===== src/rtl/vga_pixel_pipe_if.sv =====
// vga_pixel_pipe_if: pattern controls into the pixel pipe, video timing and colour out of it.
interface vga_pixel_pipe_if #(parameter int COLOR_W = 8);
   logic [COLOR_W-1:0] sw;
   logic [1:0]         mode;
   logic               hsync, vsync, vga_clock, blank, sync, frame_start;
   logic [COLOR_W-1:0] red, green, blue;
   modport master (output sw, mode,
                   input hsync, vsync, vga_clock, blank, sync, frame_start, red, green, blue);
   modport slave  (input sw, mode,
                   output hsync, vsync, vga_clock, blank, sync, frame_start, red, green, blue);
endinterface


===== src/rtl/vga_pixel_pipe.sv =====
// vga_pixel_pipe: VGA timing generator feeding a two-stage colour pattern pipeline.
// Define VGA_PIX_TESTPAT_EN to build bars/checker/gradient modes; otherwise solid colour only.
module vga_pixel_pipe #(
   parameter int COLOR_W  = 8,
   parameter int H_ACTIVE = 640,
   parameter int H_FP     = 16,
   parameter int H_SYNC   = 96,
   parameter int H_BP     = 48,
   parameter int V_ACTIVE = 480,
   parameter int V_FP     = 10,
   parameter int V_SYNC   = 2,
   parameter int V_BP     = 33
) (
   input logic clk,
   input logic reset,
   vga_pixel_pipe_if.slave bus
);
   localparam int H_TOTAL = H_ACTIVE + H_FP + H_SYNC + H_BP;
   localparam int V_TOTAL = V_ACTIVE + V_FP + V_SYNC + V_BP;
   localparam int XC = $clog2(H_TOTAL);
   localparam int XM = (COLOR_W + 2 > 6) ? COLOR_W + 2 : 6;
   localparam int XW = (XC > XM) ? XC : XM;
   localparam int YC = $clog2(V_TOTAL);
   localparam int YW = (YC > 6) ? YC : 6;
   logic               vga_q, first_q, fs_q;
   logic [XW-1:0]      x_q, x_d;
   logic [YW-1:0]      y_q, y_d;
   logic [COLOR_W-1:0] sw_q, sw_d;
   logic [COLOR_W-1:0] pr, pg, pb;
   logic [COLOR_W-1:0] r1_q, g1_q, b1_q, r2_q, g2_q, b2_q;
   logic               hs1_q, vs1_q, bl1_q, hs2_q, vs2_q, bl2_q;
   logic               tick, x_wrap, y_wrap, sof, hs_raw, vs_raw, bl_raw;
   assign tick   = vga_q;
   assign x_wrap = x_q == XW'(H_TOTAL - 1);
   assign y_wrap = y_q == YW'(V_TOTAL - 1);
   assign sof    = tick && x_q == '0 && y_q == '0;
   assign x_d    = x_wrap ? '0 : x_q + 1'b1;
   assign y_d    = !x_wrap ? y_q : (y_wrap ? '0 : y_q + 1'b1);
   // Shadows take the live inputs on the first tick of a frame so pixel (0,0) already sees them
   assign sw_d   = sof ? bus.sw : sw_q;
   assign hs_raw = !(x_q >= XW'(H_ACTIVE + H_FP) && x_q < XW'(H_ACTIVE + H_FP + H_SYNC));
   assign vs_raw = !(y_q >= YW'(V_ACTIVE + V_FP) && y_q < YW'(V_ACTIVE + V_FP + V_SYNC));
   assign bl_raw = x_q < XW'(H_ACTIVE) && y_q < YW'(V_ACTIVE);
`ifdef VGA_PIX_TESTPAT_EN
   localparam int BAR_W = (H_ACTIVE / 8 > 0) ? H_ACTIVE / 8 : 1;
   logic [1:0]         mode_q, mode_d;
   logic [XW-1:0]      bar_idx;
   logic [2:0]         bar;
   logic [COLOR_W-1:0] grey;
   assign mode_d  = sof ? bus.mode : mode_q;
   assign bar_idx = x_q / XW'(BAR_W);
   assign bar     = bar_idx > XW'(7) ? 3'd7 : bar_idx[2:0];
   assign grey    = mode_d == 2'd2 ? ((x_q[5] ^ y_q[5]) ? '1 : sw_d) :
                    mode_d == 2'd3 ? x_q[COLOR_W+1:2] : sw_d;
   // Bar order white,yellow,cyan,green,magenta,red,blue,black reduces to inverted index bits
   assign pr = mode_d == 2'd1 ? {COLOR_W{~bar[1]}} : grey;
   assign pg = mode_d == 2'd1 ? {COLOR_W{~bar[2]}} : grey;
   assign pb = mode_d == 2'd1 ? {COLOR_W{~bar[0]}} : grey;
   always_ff @(posedge clk) begin
      if (!reset) mode_q <= '0;
      else if (tick) mode_q <= mode_d;
   end
`else
   assign pr = sw_d;
   assign pg = sw_d;
   assign pb = sw_d;
`endif
   always_ff @(posedge clk) begin
      if (!reset) begin
         vga_q   <= 1'b0;
         first_q <= 1'b1;
         fs_q    <= 1'b0;
         x_q     <= '0;
         y_q     <= '0;
         sw_q    <= '0;
         r1_q    <= '0;
         g1_q    <= '0;
         b1_q    <= '0;
         r2_q    <= '0;
         g2_q    <= '0;
         b2_q    <= '0;
         hs1_q   <= 1'b1;
         vs1_q   <= 1'b1;
         bl1_q   <= 1'b0;
         hs2_q   <= 1'b1;
         vs2_q   <= 1'b1;
         bl2_q   <= 1'b0;
      end else begin
         vga_q   <= ~vga_q;
         first_q <= 1'b0;
         fs_q    <= tick ? (x_wrap && y_wrap) : first_q;
         if (tick) begin
            x_q   <= x_d;
            y_q   <= y_d;
            sw_q  <= sw_d;
            r1_q  <= pr;
            g1_q  <= pg;
            b1_q  <= pb;
            hs1_q <= hs_raw;
            vs1_q <= vs_raw;
            bl1_q <= bl_raw;
            r2_q  <= bl1_q ? r1_q : '0;
            g2_q  <= bl1_q ? g1_q : '0;
            b2_q  <= bl1_q ? b1_q : '0;
            hs2_q <= hs1_q;
            vs2_q <= vs1_q;
            bl2_q <= bl1_q;
         end
      end
   end
   assign bus.vga_clock   = vga_q;
   assign bus.frame_start = fs_q;
   assign bus.hsync       = hs2_q;
   assign bus.vsync       = vs2_q;
   assign bus.blank       = bl2_q;
   assign bus.sync        = 1'b0;
   assign bus.red         = r2_q;
   assign bus.green       = g2_q;
   assign bus.blue        = b2_q;
endmodule


===== src/flat_wrapper.sv =====
// flat-port wrapper written by rule: the top's interface ports become plain ports
module vga_pixel_pipe_flat 
#(
   parameter int COLOR_W  = 8,
   parameter int H_ACTIVE = 640,
   parameter int H_FP     = 16,
   parameter int H_SYNC   = 96,
   parameter int H_BP     = 48,
   parameter int V_ACTIVE = 480,
   parameter int V_FP     = 10,
   parameter int V_SYNC   = 2,
   parameter int V_BP     = 33
)
  (clk, reset, bus_sw, bus_mode, bus_hsync, bus_vsync, bus_vga_clock, bus_blank, bus_sync, bus_frame_start, bus_red, bus_green, bus_blue);
  vga_pixel_pipe_if #(.COLOR_W(COLOR_W)) bus_i ();
  input logic clk;
  input logic reset;
  input wire logic [$bits(bus_i.sw)-1:0] bus_sw;
  input wire logic [$bits(bus_i.mode)-1:0] bus_mode;
  output wire logic [$bits(bus_i.hsync)-1:0] bus_hsync;
  output wire logic [$bits(bus_i.vsync)-1:0] bus_vsync;
  output wire logic [$bits(bus_i.vga_clock)-1:0] bus_vga_clock;
  output wire logic [$bits(bus_i.blank)-1:0] bus_blank;
  output wire logic [$bits(bus_i.sync)-1:0] bus_sync;
  output wire logic [$bits(bus_i.frame_start)-1:0] bus_frame_start;
  output wire logic [$bits(bus_i.red)-1:0] bus_red;
  output wire logic [$bits(bus_i.green)-1:0] bus_green;
  output wire logic [$bits(bus_i.blue)-1:0] bus_blue;
  assign bus_i.sw = bus_sw;
  assign bus_i.mode = bus_mode;
  assign bus_hsync = bus_i.hsync;
  assign bus_vsync = bus_i.vsync;
  assign bus_vga_clock = bus_i.vga_clock;
  assign bus_blank = bus_i.blank;
  assign bus_sync = bus_i.sync;
  assign bus_frame_start = bus_i.frame_start;
  assign bus_red = bus_i.red;
  assign bus_green = bus_i.green;
  assign bus_blue = bus_i.blue;
  vga_pixel_pipe #(.COLOR_W(COLOR_W), .H_ACTIVE(H_ACTIVE), .H_FP(H_FP), .H_SYNC(H_SYNC), .H_BP(H_BP), .V_ACTIVE(V_ACTIVE), .V_FP(V_FP), .V_SYNC(V_SYNC), .V_BP(V_BP)) u_core (.clk(clk), .reset(reset), .bus(bus_i));
endmodule

===== config.mk =====
export PLATFORM = sky130hd
export DESIGN_NAME = vga_pixel_pipe_flat
export DESIGN_NICKNAME = d
export VERILOG_FILES = /design/src/rtl/vga_pixel_pipe_if.sv /design/src/rtl/vga_pixel_pipe.sv /design/src/flat_wrapper.sv
export SDC_FILE = /design/constraint.sdc
export NUM_CORES = 1
export LEC_CHECK = 0
export ABC_AREA = 0
export BUFFER_PORTS_ARGS = -buffer_cell sky130_fd_sc_hd__buf_2
export CAP_MARGIN = 20
export CORE_MARGIN = 2
export CORE_UTILIZATION = 30
export CTS_CLUSTER_SIZE = 25
export DETAILED_ROUTE_END_ITERATION = 10
export GPL_ROUTABILITY_DRIVEN = 1
export PLACE_DENSITY = 0.5
export SYNTH_ARGS = -nofsm -noshare
export SYNTH_HDL_FRONTEND = slang
export SYNTH_SLANG_ARGS = --single-unit

===== constraint.sdc =====
create_clock -name clk -period 2.84 [get_ports clk]
set_input_delay 0.142 -clock clk [delete_from_list [all_inputs] [get_ports clk]]
set_output_delay 0.142 -clock clk [all_outputs]
set_load 0.05 [all_outputs]

==> results.md <==
- Pwr Density: 523.9 nW/um^2
- RD Place Congestion: 0.7263
- CP Max Fanout: 10
- Critical Path AT: 2360 ps
- Seq pwr share: 52.2%
- CTS tree: done
- Max-cap violation count: 0
- R2R cell count: 4
- FF-to-FF End: u_core.y_q[2]
- Die W: 89.19 microns
- Area leader, netlist: dfxtp_1
- Status: finished clean
- Longest Clk Path Bufs: 2
- Delay of the slowest critical-path stage: 740 ps
- Sw Pwr: 0.3184 mW
- Cell internal pwr: 0.9442 mW
- Die height: 89.19 microns
- H-tree depth: 2
- #FFs+latches synth: 45
- Crit path required time: 3020 ps
- Routed wire length: 4565 microns
- Tcrit/Tclk final: 76.60%
- DRT iter0 DRCs: 73
- CORE AREA: 7137 sq um
- Overall Global Routing Usage: 12.68%
- Largest net degree at the start of global routing: 34
- Mapped Area: 2177 sq um
- Clock sink count: 45
- Dpl cell area: 2295 sq um
- Syn_area_per_cell: 8.605 sq um
- # Post-CTS Setup Buffers: 0
- Design area: 2410 sq um
- Critical path class: reg2reg
- Die footprint: 7954 sq um
- Net Sw Frac: 25.21%
- Count of buffers from port buffering: 38
- Final Non-Filler Cells: 367
- Metal1 wirelength: 2278 microns
- Via count: 1718
- Worst-path cell chain: or4b_1 > or3_2 > o21ai_2 > nor2_1
- Multi-input gate area: 1035 sq um
- Layout Skew: 9.145 ps
- CP delay by family, top: simple AND/OR/NAND/NOR gates
- Worst hold slack: 82.74 ps
- Endpoint class of the critical path: register
- Final ANT Viol Nets: 0
- Worst hold path type: in2reg
- WHS Path Cells: 3
- Largest cells by area after synthesis: dfxtp_1 (41%), buf_4 (6.9%), nand3_1 (5.7%)
- Top cell type's share of synthesized area: 41.38%
- Std cell rows: 31
- HPWL Detailed: 3035 microns
- Startpoint Class: register
- Inst Count DP: 359
- First-pass GRT wire length: 7769 microns
- Total CTS buffers: 5
- RSZ-0062 raised after global routing: false
- Ant diodes: 0
- Initial Util: 30.50%
- # hold bufs at CTS: 0
- CP max-delay cell: or4b_1
- VDD IR max: 0.1665 mV
- Grt total ovfl: 0
- Min Tclk post-route: 2175 ps
- First-pass detailed-route iteration total: 4
- Reg2reg start: u_core.x_q[5]
- Syn Inst Count: 253
- Slew Viols, Final: 0
- Fillers: 777
- Fraction of layout instances using a drive strength above 1: 20.90%
- Met2 Routed Length: 1971 microns
- Leak: 0.9377 nW
- Hold Vio Cnt, Final: 0
- Layout net count: 284
- WL met3: 229 microns
- Fmax: 459.7 MHz
- Top Ports: 42
- Synth warn: 0
- Asr flop ratio synth: 0%
- Hold Crit Endpoint: u_core.b1_q[0]
- CTS clk-pin slew, worst paths: 90 ps
- Via density: 4.681
- Post_cts resized: 0
- Buf/Inv on CP: 0
- Relative slew slack: 43.38%
- Ys flop type: dfxtp_1
- Count of different cell masters after synthesis: 40
- Synth-to-layout area growth: 10.69%
- Hold_sp: bus_sw[0]
- Register area: 900.9 sq um
- Syn Nets: 270
- Clk Tree Root Cell: clkbuf_8
- Post-synth EDFFs: 0
- Setup TNS: 0 ps
- Top layer in use: met4
- # DRC: 0
- Sequential fraction of the synthesis area: 41.38%
- Top cells by count, synth: dfxtp_1 (45), nand3_1 (25), nor2_1 (22)
- Top-count cell post-synth: dfxtp_1
- Register-to-register setup slack: 660 ps
- Initial antenna violation count: 0
- Final Setup Violations: 0
- Clock power frac: 39.0%
- Avg WL per Cell: 12.44 microns
- Clk Latency, worst-skew pair: 300 ps
- Comb power frac: 8.8%
- Worst-Margin Slew: 848.4 ps
- Vias in the first global route: 1619
-- placed cells by master (no fill, tap or decap), drive strengths merged, types with 2 or more instances in the layout --
master,synthesis,layout
ha,5,5
dfxtp,45,45
and3,4,4
nor4,8,8
nand2,9,9
nand2b,12,12
o21ai,12,12
clkbuf,9,5
nand3,25,25
mux2i,5,5
nor2b,2,2
nand4,8,8
xnor2,10,10
nor2,22,22
or3,2,2
buf,23,39
inv,10,10
and4,2,2
a21oi,21,21
xor2,5,5
nor3,3,3
-- per-layer routing --
layer | vias to the layer above | track usage, %
li1 | 881 | -
met1 | 779 | 16.36
met2 | 51 | 20.20
met3 | 7 | 3.416
met4 | 0 | 4.885
met5 | - | 0
-- flip-flops by register name, summed over array words and instances (netlist names) --
signal,flops
u_core.bus.blue,8
u_core.bus.hsync,1
u_core.x_q,10
u_core.vs1_q,1
u_core.bus.vsync,1
u_core.bl1_q,1
u_core.bus.blank,1
u_core.hs1_q,1
u_core.bus.frame_start,1
u_core.y_q,10
u_core.b1_q,8
u_core.bus.vga_clock,1
u_core.first_q,1
-- worst min-delay path, stage by stage --
cell	delay (ps)
buf_2	90
nand3_1	50
a21oi_1	60
-- per-stage QoR --
stage               power (mW)  worst slack, ps  util (%)
global route             1.327            519.7     33.77
detailed placement      0.7856            676.3     32.15
finish                   1.263            664.6     33.77
global placement        0.7851            669.4     32.15
CTS                      1.283            653.4     33.77
floorplan               0.7604            566.7         -
-- power groups by stage --
stage,clock network (mW),logic (mW),registers [mW]
final,0.492,0.111,0.659
after floorplan,0,0.0781,0.682
after CTS,0.512,0.112,0.659
after global placement,0,0.111,0.674
after global routing,0.542,0.124,0.661
after detailed placement,0,0.112,0.674
-- kinds of logic after synthesis --
family / Yosys count / synth area share, %
compound gates: 38 / 10.00
xor+xnor: 15 / 6.034
fa+ha+maj: 5 / 2.874
buf+inv: 42 / 11.09
flops: 45 / 41.38
mux: 5 / 2.299
other cells: 1 / 0.1722
simple gates: 102 / 26.15
-- area by class of cell --
type	count	area share, %
Clock buffer	5	2.856
Multi-Input combinational cell	166	42.94
Sequential cell	45	37.38
Inverter	10	1.558
Clock inverter	3	1.921
Tap cell	99	5.140
Timing Repair Buffer	39	8.204
-- how the worst max path moves through the flow --
stage / slack (ps) / start / cells past startpoint / endpoint
floorplan: 570 / u_core.bus.vga_clock / 6 / u_core.y_q[0]
global placement: 670 / u_core.x_q[5] / 4 / u_core.y_q[0]
detailed placement: 680 / u_core.x_q[5] / 4 / u_core.y_q[2]
CTS: 650 / u_core.x_q[5] / 4 / u_core.y_q[2]
global route: 520 / u_core.x_q[5] / 4 / u_core.y_q[2]
finish: 660 / u_core.x_q[5] / 4 / u_core.y_q[2]
Power figures use the tool's default switching activity.
